### config.mk
export PLATFORM = sky130hd
export DESIGN_NAME = audio_period_meter
export DESIGN_NICKNAME = d
export VERILOG_FILES = /design/src/rtl/audio_period_meter.sv
export SDC_FILE = /design/constraint.sdc
export NUM_CORES = 1
export LEC_CHECK = 0
export CAP_MARGIN = 5
export CORE_UTILIZATION = 50
export DETAILED_ROUTE_END_ITERATION = 8
export GPL_TIMING_DRIVEN = 0
export PLACE_DENSITY = 0.7
export SLEW_MARGIN = 20
export SYNTH_ARGS = -nofsm -noshare
export SYNTH_HDL_FRONTEND = slang
export SYNTH_SLANG_ARGS = --single-unit
### constraint.sdc
create_clock -name CLOCK_50 -period 3.03 [get_ports CLOCK_50]
set_clock_uncertainty 0.2 [all_clocks]
set_input_delay 0.303 -clock CLOCK_50 [delete_from_list [all_inputs] [get_ports CLOCK_50]]
set_output_delay 0.303 -clock CLOCK_50 [all_outputs]
set_load 0.005 [all_outputs]
### src/rtl/audio_period_meter.sv
// audio_period_meter
//
// Measures the fundamental period of a signed 32-bit audio sample stream.
// Rising zero crossings are detected with hysteresis, the cycle distance
// between them is accumulated over 2^AVG_LOG2 periods, and the average is
// reported.
//
// Parameters:
//   HYSTERESIS  threshold magnitude; >= +HYSTERESIS is high, <= -HYSTERESIS is low
//   TIMEOUT     max cycles between rising edges before lock is dropped
//   AVG_LOG2    log2 of the number of periods averaged (0..4)
//
// Ports:
//   CLOCK_50      in   system clock
//   reset         in   synchronous, active-high reset
//   in_sample     in   [31:0] signed two's-complement audio sample
//   in_valid      in   in_sample is valid this cycle
//   period        out  [31:0] averaged period in cycles, 0 when not locked
//   period_valid  out  one-cycle pulse when period is updated
//   locked        out  a full average has been produced since last timeout/reset
//   polarity      out  1 = signal high, 0 = low or unknown
//
// Handshake: in_valid qualifies in_sample for one cycle; there is no ready,
// every valid sample is consumed. period_valid is a one-cycle strobe with no
// back-pressure.
module audio_period_meter #(
    parameter logic [31:0] HYSTERESIS = 32'd1_000_000,
    parameter logic [31:0] TIMEOUT    = 32'd50_000_000,
    parameter int          AVG_LOG2   = 2
) (
    input  logic        CLOCK_50,
    input  logic        reset,
    input  logic [31:0] in_sample,
    input  logic        in_valid,
    output logic [31:0] period,
    output logic        period_valid,
    output logic        locked,
    output logic        polarity
);

    localparam int SUM_W  = 32 + AVG_LOG2;
    localparam int NPER_W = AVG_LOG2 + 1;
    localparam logic [NPER_W-1:0] NPER_FULL = NPER_W'(2 ** AVG_LOG2);
    localparam logic signed [31:0] HYST_POS = signed'(HYSTERESIS);
    localparam logic signed [31:0] HYST_NEG = -HYST_POS;

    typedef enum logic [1:0] {
        POL_UNKNOWN = 2'd0,
        POL_HIGH    = 2'd1,
        POL_LOW     = 2'd2
    } pol_state_t;

    typedef enum logic {
        MEAS_SEARCH  = 1'b0,
        MEAS_MEASURE = 1'b1
    } meas_state_t;

    pol_state_t        pol_state;
    meas_state_t       meas_state;
    logic              rise;        // high in the cycle polarity has just gone LOW->HIGH
    logic [31:0]       cnt;
    logic [SUM_W-1:0]  sum;
    logic [NPER_W-1:0] nper;

    logic              sample_high;
    logic              sample_low;
    logic              timeout_hit;
    logic [SUM_W-1:0]  sum_next;
    logic [NPER_W-1:0] nper_next;

    assign sample_high = in_valid && ($signed(in_sample) >= HYST_POS);
    assign sample_low  = in_valid && ($signed(in_sample) <= HYST_NEG);
    // An edge arriving on the same cycle as cnt == TIMEOUT takes priority.
    assign timeout_hit = (meas_state == MEAS_MEASURE) && !rise && (cnt == TIMEOUT);
    assign sum_next    = sum + SUM_W'(cnt);
    assign nper_next   = nper + NPER_W'(1);
    assign polarity    = (pol_state == POL_HIGH);

    always_ff @(posedge CLOCK_50) begin
        if (reset) begin
            pol_state    <= POL_UNKNOWN;
            rise         <= 1'b0;
            meas_state   <= MEAS_SEARCH;
            cnt          <= '0;
            sum          <= '0;
            nper         <= '0;
            period       <= '0;
            period_valid <= 1'b0;
            locked       <= 1'b0;
        end else begin
            period_valid <= 1'b0;

            // Polarity FSM. A timeout forces UNKNOWN so the next edge must be
            // preceded by a fresh low excursion.
            if (timeout_hit) begin
                pol_state <= POL_UNKNOWN;
                rise      <= 1'b0;
            end else if (sample_high) begin
                pol_state <= POL_HIGH;
                rise      <= (pol_state == POL_LOW);
            end else if (sample_low) begin
                pol_state <= POL_LOW;
                rise      <= 1'b0;
            end else begin
                rise      <= 1'b0;
            end

            // Measurement FSM.
            if (meas_state == MEAS_SEARCH) begin
                if (rise) begin
                    cnt        <= 32'd1;
                    sum        <= '0;
                    nper       <= '0;
                    meas_state <= MEAS_MEASURE;
                end
            end else begin
                if (rise) begin
                    // The edge that closes a block also opens the next one.
                    cnt <= 32'd1;
                    if (nper_next == NPER_FULL) begin
                        period       <= 32'(sum_next >> AVG_LOG2);
                        period_valid <= 1'b1;
                        locked       <= 1'b1;
                        sum          <= '0;
                        nper         <= '0;
                    end else begin
                        sum  <= sum_next;
                        nper <= nper_next;
                    end
                end else if (timeout_hit) begin
                    meas_state <= MEAS_SEARCH;
                    locked     <= 1'b0;
                    period     <= '0;
                    sum        <= '0;
                    nper       <= '0;
                    cnt        <= '0;
                end else begin
                    cnt <= cnt + 32'd1;
                end
            end
        end
    end

endmodule

Word-level counts from Yosys, hierarchy flattened
Index checks and enable logic that the tools add are counted.

$add $sub $neg: 3. $lt $le $gt $ge: 2. Equal/unequal tests: 5. Mux-type cells: 27. Bitwise gates (word level): 3. Reductions and logical operators: 14.

Operators by type and width (number): 32-bit 2-to-1 mux (7); 34-bit 2-to-1 mux (5); 34-bit by 32-bit adder with 34-bit output (1); 32-bit by 1-bit adder with 32-bit output, second input constant (1); 32-bit by 26-bit equality test with 1-bit output, second input constant (1); 32-bit by 21-bit greater-or-equal comparator with 1-bit output, second input constant (1); 32-bit by 21-bit <= comparator with 1-bit output, second input constant (1); 3-bit 2-to-1 mux (5); 1-bit 2-to-1 mux (10); 3-bit OR reduction (3); 2-bit nonzero test (3); 1-bit logical AND (4); 3-bit by 1-bit adder with 3-bit output, second input constant (1); 3-bit equality test, second input constant (1); 1-bit NOT (3); 3-bit AND reduction (1); 2-bit by 1-bit equality test with 1-bit output, second input constant (1); 2-bit equality test, second input constant (1); 2-bit by 1-bit != test with 1-bit output, second input constant (1); 2-bit AND reduction (1); 2-bit OR reduction (1); 1-bit zero test (1).

Register bits: 107. Input port bits: 35. Logic and storage cells: 64.

Depth between registers and ports, before layout
Gate-level depths: netlist (run 1).

Depth in word-level cells: 6. Gate-level depth with buffers: 12.

Least setup slack after synthesis (run 1)
Ideal clock, no wire load.

Path type: register to register. Start: register cnt[0]. End: register period[30]. Arrival: 2.363 ns. Required time: 2.708 ns. Setup slack: 0.346 ns. Cell stages (with the launch flop): 12. Buffers on the path: 0. Clock period less this slack: 2.684 ns. Cell sequence: dfxtp_1 -> ha_1 -> inv_1 -> fa_1 -> nand2b_1 -> a21oi_1 -> o211ai_1 -> nand2_1 -> a211oi_1 -> o21ai_0 -> o32ai_1 -> a221o_1.

Longest elaborated chain between the ends: 4.

Ends and longest elaborated chain: start: declaration (RTL line 61) `logic [31:0] cnt;`; start signal: assignment (RTL line 138) `cnt <= cnt + 32'd1;`; branches (longest 4 deep; another with 34-bit by 32-bit adder with 34-bit output); end signal: assignment (RTL line 121) `period <= 32'(sum_next >> AVG_LOG2);`; end: declaration (RTL line 35) `output logic [31:0] period,`.

Parallel ways; which one is timed is not known. The select of a mux whose other input is x is not followed. A chain may end at the register's enable or synchronous reset.

Final worst setup path (run 1)
Start: register cnt[15]. End: register period[28].

The elaborated chain is that of the path after synthesis.

==> run_results.csv, run 1 <==
group,metric,value,unit
floorplan,core_area,0.0121,sq mm
grt,first_global_vias,6152,
cts,cts.sinks,107,
cts,clk_pin_slew,70,ps
cts,clk_latency,370,ps
timing,final-setup-viol-count,0,
floorplan,die_w,114,um
yosys,ys_top_cells_by_area,"dfxtp_1, ha_1, a21oi_1, nor2_1, nand2_1",
place,pre_cts_ws,-224,ps
timing,fin_crit_sh,0.971,
setup_path,cp.required,3110,ps
setup_path,critPathLaunchType,"register",
floorplan,ios,70,
place,placed_area,0.00717,sq mm
setup_path,r2r_start,"cnt[15]",
yosys,postSynth.asyncResetShare,0,
routing,wl,19200,um
grt,grt_pass1_wl,30900,um
timing,tns,0,ps
cts,cts_tree,"done",
routing,dr.pass1.iters,5,
yosys,yosysTopAreaCellShare,0.341,
timing,hold_violations,0,
yosys,yosys_warnings,0,
setup_path,crit_family,"compound AO/OA/AOI/OAI gates",
routing,drc,0,
floorplan,die_y,114,um
routing,antenna_left,0,
yosys,synth-edff-count,0,
layout,regArea,0.00216,sq mm
layout,drive_gt1_frac,0.114,
power_and_ir_drop,power_leakage,2.91,nW
timing,slew_violations,0,
cts,cts-buffers-inserted,9,
routing,met1_length,8380,um
setup_path,worstPathCellList,"ha_1, a21oi_4, o21ai_2, a2111oi_2, nor3_1, a2111oi_4, o211ai_1, and3_4, o31ai_1",
yosys,avgSynthCellArea,8.14,sq um
min_path,min_from,"period[26]",
cts,cts-hold-fix-buffers,0,
setup_path,cp_num_buf_inv,0,
timing,min_period,2940,ps
floorplan,die-area,0.0130,sq mm
yosys,yosysMostFrequentCell,"dfxtp_1",
timing,fin_ws,88.9,ps
min_path,worstHoldPathType,"reg -> reg",
place,gp_congestion,0.912,
setup_path,reg2reg_to,"period[28]",
place,place_inst,1008,
yosys,syn_area,0.00628,sq mm
timing,worstMarginPinSlew,664,ps
power_and_ir_drop,ir_worst_vdd,382,uV
grt,gr-total-overflow,0,
grt,grt_max_degree,17,
layout,multi_input_area,0.00415,sq mm
floorplan,start_util,0.519,
setup_path,worst_setup_path_end_kind,"register",
yosys,syn_nets,844,
setup_path,cp_max_fo,6,
layout,area_growth,23.7,%
place,dp_hpwl,14600,um
layout,finalNonFillerCells,1027,
layout,n_antenna_cell,0,
outcome,status,"finished clean",
power_and_ir_drop,power.density,373,mW/mm^2
grt,antenna_found_initial,0,
cts,clockBufferDepth,2,
routing,first_iter_violations,487,
yosys,synth_cells,772,
setup_path,critical_path.max_stage_delay,420,ps
power_and_ir_drop,total_power,2.90,mW
routing,vias_per_cell,6.19,
cts,ctsRootBufferMaster,"clkbuf_16",
min_path,holdPathStages,2,
timing,slew_headroom,0.556,
floorplan,rows,40,
yosys,synth_common_cells,"dfxtp_1, nor2_1, nand2_1",
routing,wl_met2,9190,um
routing,topRoutingLayerUsed,"met4",
setup_path,crit_slowest_cell,"ha_1",
yosys,ys_types,75,
layout,finish.utilization,0.642,
yosys,ys_ff_latch,107,
grt,grt_use_total,0.305,
yosys,ys_seq_area_frac,0.341,
setup_path,r2r_setup_slack,90,ps
timing,timing.hold.ws,254,ps
place,io_buffer_count,68,
setup_path,cp.arrival,3020,ps
setup_path,crit_type,"reg -> reg",
layout,nFillCells,1070,
job,maxCapViolations,0,
layout,nets,926,
routing,num_vias,6355,
timing,clock.fmax,340,MHz
cts,htree_levels,3,
yosys,synth_top_cell_by_area,"dfxtp_1",
setup_path,rr_worst_depth,9,
layout,stdcell_area,0.00777,sq mm
routing,dr_wl_met3,1220,um
routing,post_drt_wl_per_cell,18.7,um
min_path,holdPathEnd,"period[26]",
yosys,ys.flop_type,"dfxtp_1",
-- cell usage in the layout, fill, tap and decap left out, types with 19 or more instances in the layout --
| cell type | n |
|---|---|
| nand3_1 | 27 |
| o21ai_0 | 37 |
| nand2_1 | 70 |
| ha_1 | 29 |
| nor2_1 | 86 |
| clkdlybuf4s50_1 | 68 |
| a22o_1 | 25 |
| clkbuf_1 | 27 |
| a21oi_1 | 62 |
| a21o_1 | 19 |
| dfxtp_1 | 94 |
-- how the worst max path moves through the flow --
stage               slack [ps]  cells past startpoint          to  startpoint
finish                      90                      9  period[28]     cnt[15]
global route               -30                      9     sum[30]     cnt[11]
CTS                         20                      9  period[28]      cnt[9]
detailed placement        -220                      9     sum[32]     cnt[11]
global placement          -190                      9     sum[32]     cnt[11]
floorplan                  350                     11  period[30]      cnt[0]
-- layout make-up --
type | count | area share
sequential | 107 | 0.278
clock buffer | 12 | 0.0317
tap | 168 | 0.0270
multi-input combinational | 614 | 0.533
inverter | 13 | 0.00628
timing repair buffer | 73 | 0.0924
clock inverter | 4 | 0.0126
buffer | 36 | 0.0190
-- tightest hold or removal path: stages, from the launching register on --
cell     delay (ps)
dfxtp_1         330
nand2_1          40
o21ai_0          50
-- sequential cells by signal, indices dropped and copies added (netlist names) --
name	cells
period	32
period_valid	1
rise	1
sum	34
locked	1
cnt	32
pol_state	2
nper	3
meas_state	1
-- metal layers --
| layer | vias to the layer above | global-route usage |
|---|---|---|
| met3 | 36 | 0.0704 |
| met2 | 204 | 0.522 |
| met4 | 0 | 0.0883 |
| met5 | - | 0 |
| li1 | 3055 | - |
| met1 | 3060 | 0.382 |
-- cells by family (layout without fill, tap and decap cells) --
kind of cell / after synthesis / after routing / share of synthesized area
xor+xnor: 29 / 29 / 0.0404
compound gates: 257 / 257 / 0.282
fa+ha+maj: 37 / 37 / 0.0749
mux: 3 / 3 / 0.00478
buf+inv: 51 / 138 / 0.0317
simple gates: 288 / 288 / 0.225
flops: 107 / 107 / 0.341
-- what timing repair did --
action / in CTS / in global routing
buffers inserted: 2 / 3
endpoints found under the setup margin: 21 / 80
resized for setup: 15 / 46
pin swaps: 3 / 11
-- report_power, final --
part	total [mW]	leakage, nW	internal (mW)	switching, mW
Clock	1.38	0.163	0.832	0.545
Combinational	0.115	1.88	0.0537	0.0614
Sequential	1.41	0.868	1.41	0.00241
(Power assumes the default switching activity.)
==> inputs of run 2 (changes only) <==
- SKIP_LAST_GASP: not set -> 1
==> results of run 2 <==
Same layout as run 1: the final DEF is identical, and so are final timing and power.
